### src/rtl/mem_port_arbiter_pkg.sv
// mem_port_arbiter_pkg: memory-interface types shared by the arbiter and its requesters.
//   MEM_COMMAND / MEM_TAG / MEM_BLOCK / ADDR : off-chip memory port types
//   MEM_REQ_T                                : one requester command (cmd, addr, data)
//   NUM_MEM_REQUESTERS                       : default requester count
package mem_port_arbiter_pkg;

    typedef enum logic [1:0] {
        MEM_NONE  = 2'd0,
        MEM_LOAD  = 2'd1,
        MEM_STORE = 2'd2
    } MEM_COMMAND;

    typedef logic [3:0]  MEM_TAG;
    typedef logic [63:0] MEM_BLOCK;
    typedef logic [31:0] ADDR;

    typedef struct packed {
        MEM_COMMAND cmd;
        ADDR        addr;
        MEM_BLOCK   data;
    } MEM_REQ_T;

    localparam int NUM_MEM_REQUESTERS = 2;

    function automatic logic is_mem_op(input MEM_COMMAND c);
        return (c == MEM_LOAD) || (c == MEM_STORE);
    endfunction

endpackage

### src/rtl/mem_port_arbiter_rr_arbiter.sv
// rr_arbiter: combinational round-robin pick of the first request at or after ptr.
//   req    : request vector
//   ptr    : scan start position (kept by the parent)
//   gnt    : one-hot grant
//   gnt_id : index of the granted request
//   any    : at least one request present
module rr_arbiter #(
    parameter int N = 2,
    parameter int W = (N > 1) ? $clog2(N) : 1
) (
    input  logic [N-1:0] req,
    input  logic [W-1:0] ptr,
    output logic [N-1:0] gnt,
    output logic [W-1:0] gnt_id,
    output logic         any
);

    logic [W-1:0] w_idx;

    // Scan from the farthest offset down so the nearest request to ptr is written last and wins.
    always_comb begin
        gnt    = '0;
        gnt_id = '0;
        any    = 1'b0;
        w_idx  = '0;
        for (int k = N - 1; k >= 0; k--) begin
            w_idx = W'((int'(ptr) + k) % N);
            if (req[w_idx]) begin
                gnt        = '0;
                gnt[w_idx] = 1'b1;
                gnt_id     = w_idx;
                any        = 1'b1;
            end
        end
    end

endmodule

### src/rtl/mem_port_arbiter.sv
// mem_port_arbiter: round-robin sharing of one memory port with load-tag ownership tracking.
//   clk, rst (async, active low)
//   req_vld/req_cmd/req_addr/req_data -> req_rdy : requester commands, same-cycle acceptance
//   rsp_vld/rsp_data                             : returned load data routed to its owner
//   proc2mem_* / mem2proc_*                      : memory interface
//   loads_outstanding, idle, stray_rsp           : status
//   stat_loads/stat_stores/stat_rejects          : only when MEM_ARB_STATS_EN is defined
module mem_port_arbiter
    import mem_port_arbiter_pkg::*;
#(
    parameter int NUM_REQ = NUM_MEM_REQUESTERS,
    parameter int TAG_W   = $bits(MEM_TAG),
    localparam int REQ_ID_W = (NUM_REQ > 1) ? $clog2(NUM_REQ) : 1,
    localparam int CNT_W    = $clog2(2**TAG_W + 1)
) (
    input  logic               clk,
    input  logic               rst,
    input  logic [NUM_REQ-1:0] req_vld,
    input  MEM_COMMAND         req_cmd  [NUM_REQ],
    input  ADDR                req_addr [NUM_REQ],
    input  MEM_BLOCK           req_data [NUM_REQ],
    output logic [NUM_REQ-1:0] req_rdy,
    output logic [NUM_REQ-1:0] rsp_vld,
    output MEM_BLOCK           rsp_data,
    output MEM_COMMAND         proc2mem_command,
    output ADDR                proc2mem_addr,
    output MEM_BLOCK           proc2mem_data,
    input  logic [TAG_W-1:0]   mem2proc_transaction_tag,
    input  MEM_BLOCK           mem2proc_data,
    input  logic [TAG_W-1:0]   mem2proc_data_tag,
    output logic [CNT_W-1:0]   loads_outstanding,
    output logic               idle,
    output logic               stray_rsp
`ifdef MEM_ARB_STATS_EN
    ,
    output logic [31:0]        stat_loads,
    output logic [31:0]        stat_stores,
    output logic [31:0]        stat_rejects
`endif
);

    localparam int DEPTH = 2**TAG_W;

    MEM_REQ_T            w_req [NUM_REQ];
    MEM_REQ_T            w_win;
    logic [NUM_REQ-1:0]  w_req_vld;
    logic [NUM_REQ-1:0]  w_gnt;
    logic [REQ_ID_W-1:0] w_gnt_id;
    logic                w_any;
    logic                w_accept;
    logic                w_ld_issue;
    logic                w_ret_hit;
    logic                w_stray;

    logic [REQ_ID_W-1:0] r_rr_ptr;
    logic [DEPTH-1:0]    r_valid;
    logic [REQ_ID_W-1:0] r_owner [DEPTH];
    logic [CNT_W-1:0]    r_cnt;
    logic                r_stray;

    // Gating with rst keeps the port silent while reset is asserted.
    always_comb begin
        for (int i = 0; i < NUM_REQ; i++) begin
            w_req[i].cmd  = req_cmd[i];
            w_req[i].addr = req_addr[i];
            w_req[i].data = req_data[i];
            w_req_vld[i]  = rst && req_vld[i] && is_mem_op(req_cmd[i]);
        end
    end

    rr_arbiter #(.N(NUM_REQ), .W(REQ_ID_W)) u_rr_arbiter (
        .req    (w_req_vld),
        .ptr    (r_rr_ptr),
        .gnt    (w_gnt),
        .gnt_id (w_gnt_id),
        .any    (w_any)
    );

    assign w_win            = w_req[w_gnt_id];
    assign w_accept         = w_any && (mem2proc_transaction_tag != '0);
    assign w_ld_issue       = w_accept && (w_win.cmd == MEM_LOAD);
    assign proc2mem_command = w_any ? w_win.cmd : MEM_NONE;
    assign proc2mem_addr    = w_any ? w_win.addr : '0;
    assign proc2mem_data    = (w_any && (w_win.cmd == MEM_STORE)) ? w_win.data : '0;
    assign req_rdy          = w_accept ? w_gnt : '0;

    // Returns look at the table as registered at the start of the cycle.
    assign w_ret_hit = rst && (mem2proc_data_tag != '0) && r_valid[mem2proc_data_tag];
    assign w_stray   = rst && (mem2proc_data_tag != '0) && !r_valid[mem2proc_data_tag];
    assign rsp_vld   = w_ret_hit ? (NUM_REQ'(1) << r_owner[mem2proc_data_tag]) : '0;
    assign rsp_data  = mem2proc_data;

    assign loads_outstanding = r_cnt;
    assign idle              = (r_cnt == '0);
    assign stray_rsp         = r_stray;

    always_ff @(posedge clk or negedge rst) begin
        if (!rst) begin
            r_rr_ptr <= '0;
            r_valid  <= '0;
            r_cnt    <= '0;
            r_stray  <= 1'b0;
        end else begin
            if (w_accept)
                r_rr_ptr <= (w_gnt_id == REQ_ID_W'(NUM_REQ - 1)) ? '0 : w_gnt_id + REQ_ID_W'(1);
            // Set after clear: a tag reused in the cycle it returns stays valid for the new load.
            if (w_ret_hit)
                r_valid[mem2proc_data_tag] <= 1'b0;
            if (w_ld_issue)
                r_valid[mem2proc_transaction_tag] <= 1'b1;
            if (w_ld_issue != w_ret_hit)
                r_cnt <= w_ld_issue ? r_cnt + CNT_W'(1) : r_cnt - CNT_W'(1);
            if (w_stray)
                r_stray <= 1'b1;
        end
    end

    // Owner is only meaningful while its valid bit is set, so it needs no reset.
    always_ff @(posedge clk) begin
        if (w_ld_issue)
            r_owner[mem2proc_transaction_tag] <= w_gnt_id;
    end

    a_cnt_bound: assert property (@(posedge clk) disable iff (!rst) r_cnt <= CNT_W'(DEPTH - 1));

`ifdef MEM_ARB_STATS_EN
    logic        w_st_issue;
    logic        w_reject;
    logic [31:0] r_stat_loads;
    logic [31:0] r_stat_stores;
    logic [31:0] r_stat_rejects;

    assign w_st_issue   = w_accept && (w_win.cmd == MEM_STORE);
    assign w_reject     = w_any && (mem2proc_transaction_tag == '0);
    assign stat_loads   = r_stat_loads;
    assign stat_stores  = r_stat_stores;
    assign stat_rejects = r_stat_rejects;

    always_ff @(posedge clk or negedge rst) begin
        if (!rst) begin
            r_stat_loads   <= '0;
            r_stat_stores  <= '0;
            r_stat_rejects <= '0;
        end else begin
            if (w_ld_issue && (r_stat_loads != '1))
                r_stat_loads <= r_stat_loads + 32'd1;
            if (w_st_issue && (r_stat_stores != '1))
                r_stat_stores <= r_stat_stores + 32'd1;
            if (w_reject && (r_stat_rejects != '1))
                r_stat_rejects <= r_stat_rejects + 32'd1;
        end
    end
`endif

endmodule

### config.mk
export PLATFORM = sky130hd
export DESIGN_NAME = mem_port_arbiter
export DESIGN_NICKNAME = d
export VERILOG_FILES = /design/src/rtl/mem_port_arbiter_pkg.sv /design/src/rtl/mem_port_arbiter_rr_arbiter.sv /design/src/rtl/mem_port_arbiter.sv
export SDC_FILE = /design/constraint.sdc
export NUM_CORES = 1
export LEC_CHECK = 0
export ABC_CLOCK_PERIOD_IN_PS = 2400
export CORE_AREA = 2 2 171 173
export DETAILED_ROUTE_END_ITERATION = 8
export DIE_AREA = 0 0 173 175
export GPL_TIMING_DRIVEN = 0
export HOLD_SLACK_MARGIN = 0.03
export PLACE_DENSITY_LB_ADDON = 0.15
export SYNTH_ARGS = -nofsm -noshare
export SYNTH_HDL_FRONTEND = slang
export SYNTH_SLANG_ARGS = --single-unit
### constraint.sdc
create_clock -name clk -period 2.4 [get_ports clk]
set_clock_uncertainty 0.05 [all_clocks]
set_input_delay 0.48 -clock clk [delete_from_list [all_inputs] [get_ports clk]]
set_output_delay 0.48 -clock clk [all_outputs]
set_load 0.05 [all_outputs]
==> metrics.yaml <==
critical_path:
  worst_setup_path_start_kind: "primary input"
  crit_path_max_fanout: 10
  crit_type: "in2out"
  cp.required_ns: 1.87
  r2r_start: "r_rr_ptr"
  critPathArrivalTime_ns: 2.03
  cp-end-kind: "output port"
  worstSetupStartpoint: "req_cmd[3]"
  rr_worst_depth: 10
cells_and_area:
  drive_above_1_share_pct: 46.2
  stdcell_area_um2: 10900
  area_growth_pct: 182
  multi_input_area_um2: 3450
  fill_cells: 2862
  nNetsFinal: 1207
  diodes: 0
  final_cell_mix: "clkdlybuf4s50_1 (262), nand2_1 (104), buf_4 (86)"
  seq_area_um2: 1030
  mostFrequentLayoutCell: "clkdlybuf4s50_1"
route:
  drtIter0Drc: 200
  vias_per_cell: 4.05
  dr.pass1.iters: 6
  drc: 0
  wl_per_cell_um: 19.3
  routed_wl_um: 25400
  postRouteAntennaNets: 0
  num_vias: 5320
placement:
  placed_area_um2: 9060
  place_congestion: 0.764
  io_buffer_count: 374
  post-place-ws_ns: -2.59
  dpl.hpwl_um: 20400
timing:
  fin_crit_sh_pct: 107
  worst_pin_slew_ns: 1.10
  drv_slew: 0
  layout_setup_ws_ns: -0.162
  fin_crit_ns: 2.56
  tns_ns: -10.66
  rsz0062_at_grt: "yes"
  fmax_mhz: 390
  max_slew_margin_pct: 26.6
  setup_viol: 93
  report.final.hold_viol_count: 0
hold_path:
  whs_path_depth: 1
  hp-class: "reg2reg"
  worstHoldStart: "stray_rsp"
floorplan:
  core_um2: 28400
  start_util_pct: 13.6
  die-area_um2: 30300
  fp-row-count: 62
  dieWidth_um: 173
  io_pins: 445
  die_height_um: 175
clocking:
  cts_tree: "done"
  clk_latency_ns: 0.28
  cts_sinks: 38
  h-tree-depth: 2
  clk_pin_slew_ns: 0.05
  cts_buffers: 5
  clk_path_buf_depth: 2
  cts_root_buffer: "clkbuf_16"
logic_synthesis:
  ys_seq_area_share_pct: 26.7
  yosysTopAreaCellShare_pct: 14.2
  async_reset_ff_share_pct: 57.9
  syn_nets: 788
  synth_cells: 511
  ys.flop_type: "dfrtp_1"
  synth-seq-cells: 38
  yosys.area.top_type: "dfrtp_1"
  synth_edf_count: 16
  synth_area_leaders: "dfrtp_1 (14%), nand2_1 (14%), buf_4 (13%), edfxtp_1 (12%), a21oi_1 (8.7%)"
  synthDistinctLibCells: 52
  yosysWarnings: 0
  syn_area_per_cell_um2: 7.56
  netlist_area_um2: 3860
pwr:
  ir_drop_uv: 283
  powerDensity_nw_per_um2: 399
  power.leakage_nw: 4.38
global_routing:
  grt_start_max_net_pins: 26
  grt_pass1_wl_um: 35200
  first_global_vias: 5550
  grt.overflow.total: 0
  grt_usage_pct: 15.4
  antenna_found_initial: 2
run_status:
  violations: "setup timing"
  status: "complete, but fails checks"
job:
  maxCapViolCount: 0
==> worst max-delay path: stages <==
cell and delay [ns]:
buf_12 0.11, xnor2_4 0.14, o311ai_4 0.28, inv_2 0.09
nand2_4 0.13, buf_12 0.14, buf_12 0.12, buf_12 0.13
nand2_1 0.09, a21oi_4 0.13, buf_6 0.17
==> power by group <==
part | switching (mW) | leakage (nW) | internal (mW)
Sequential | 0.0983 | 0.421 | 0.784
Clock | 0.247 | 0.0683 | 0.380
Combinational | 1.49 | 3.89 | 1.34
==> through the flow <==
stage | total power [mW] | instances | hold slack [ns] | utilization, %
2_1_floorplan | 2.43 | 511 | 0.134 | -
3_3_place_gp | 3.34 | 1269 | 0.403 | 31.9
3_5_place_dp | 3.33 | 1269 | 0.405 | 31.9
4_1_cts | 4.26 | 1302 | 0.403 | 36.5
5_1_grt | 4.57 | 1315 | 0.413 | 38.3
6_report | 4.34 | 1315 | 0.410 | 38.3
==> cell families after synthesis <==
kind of cell    share of synthesized area, %
xor+xnor                                2.07
fa+ha+maj                               1.81
flops                                   26.7
other cells                           0.0970
buf+inv                                 18.2
compound gates                          23.4
simple gates                            21.3
mux                                     6.47
==> routing by layer <==
metal	GRT usage [%]	vias to the layer above	routed length (µm)
met5	0	-	13
li1	-	2553	-
met2	27.6	283	13000
met1	18.7	2453	10100
met3	3.72	29	1850
met4	3.14	2	441
==> sequential cells by signal, summed over array words and instances (netlist names) <==
signal	flops
loads_outstanding	5
r_owner	16
r_rr_ptr	1
r_valid	15
stray_rsp	1
==> final timing paths <==
check                                  endpoint  slack [ns]
max in group asynchronous           r_valid[15]        0.73
hold reg to reg                       stray_rsp        0.41
hold / removal                        stray_rsp        0.41
setup / recovery              proc2mem_data[35]       -0.16
setup reg to reg           loads_outstanding[4]        0.02
min in group asynchronous  loads_outstanding[4]        0.91
==> cells in the mapped netlist, drive strengths merged, types with 2 or more instances <==
library cell / instances
xor2: 2
mux4: 6
nand3: 4
a22o: 33
nand2: 143
nor3: 7
nand2b: 15
a21oi: 67
mux2: 2
o21ai: 16
edfxtp: 16
ha: 4
xnor2: 5
dfrtp: 22
o31ai: 5
a31o: 2
inv: 13
mux2i: 7
o221ai: 2
o41ai: 3
buf: 85
and2: 2
nor4: 6
nor2: 8
clkbuf: 17
==> final cells by class <==
cell class              instances  share of cell area, %
repair buffers                415                   42.7
multi-input cells             358                   31.7
plain buffers                  99                   9.83
flip-flops and latches         38                   9.47
well taps                     384                   4.42
clock buffers                   6                   1.18
inverters                      13                  0.644
clock inverters                 2                 0.0805
==> what timing repair did <==
| item | 4_1_cts | 5_1_grt |
|---|---|---|
| pin swaps | 22 | 27 |
| gates cloned | 8 | 7 |
| endpoints found under the setup margin | 154 | 104 |
| resized for setup | 890 | 126 |
| hold endpoints to repair | 22 | 0 |
| buffers inserted | 17 | 16 |
| hold buffers | 1 | 0 |
Power figures use the tool's default switching activity.
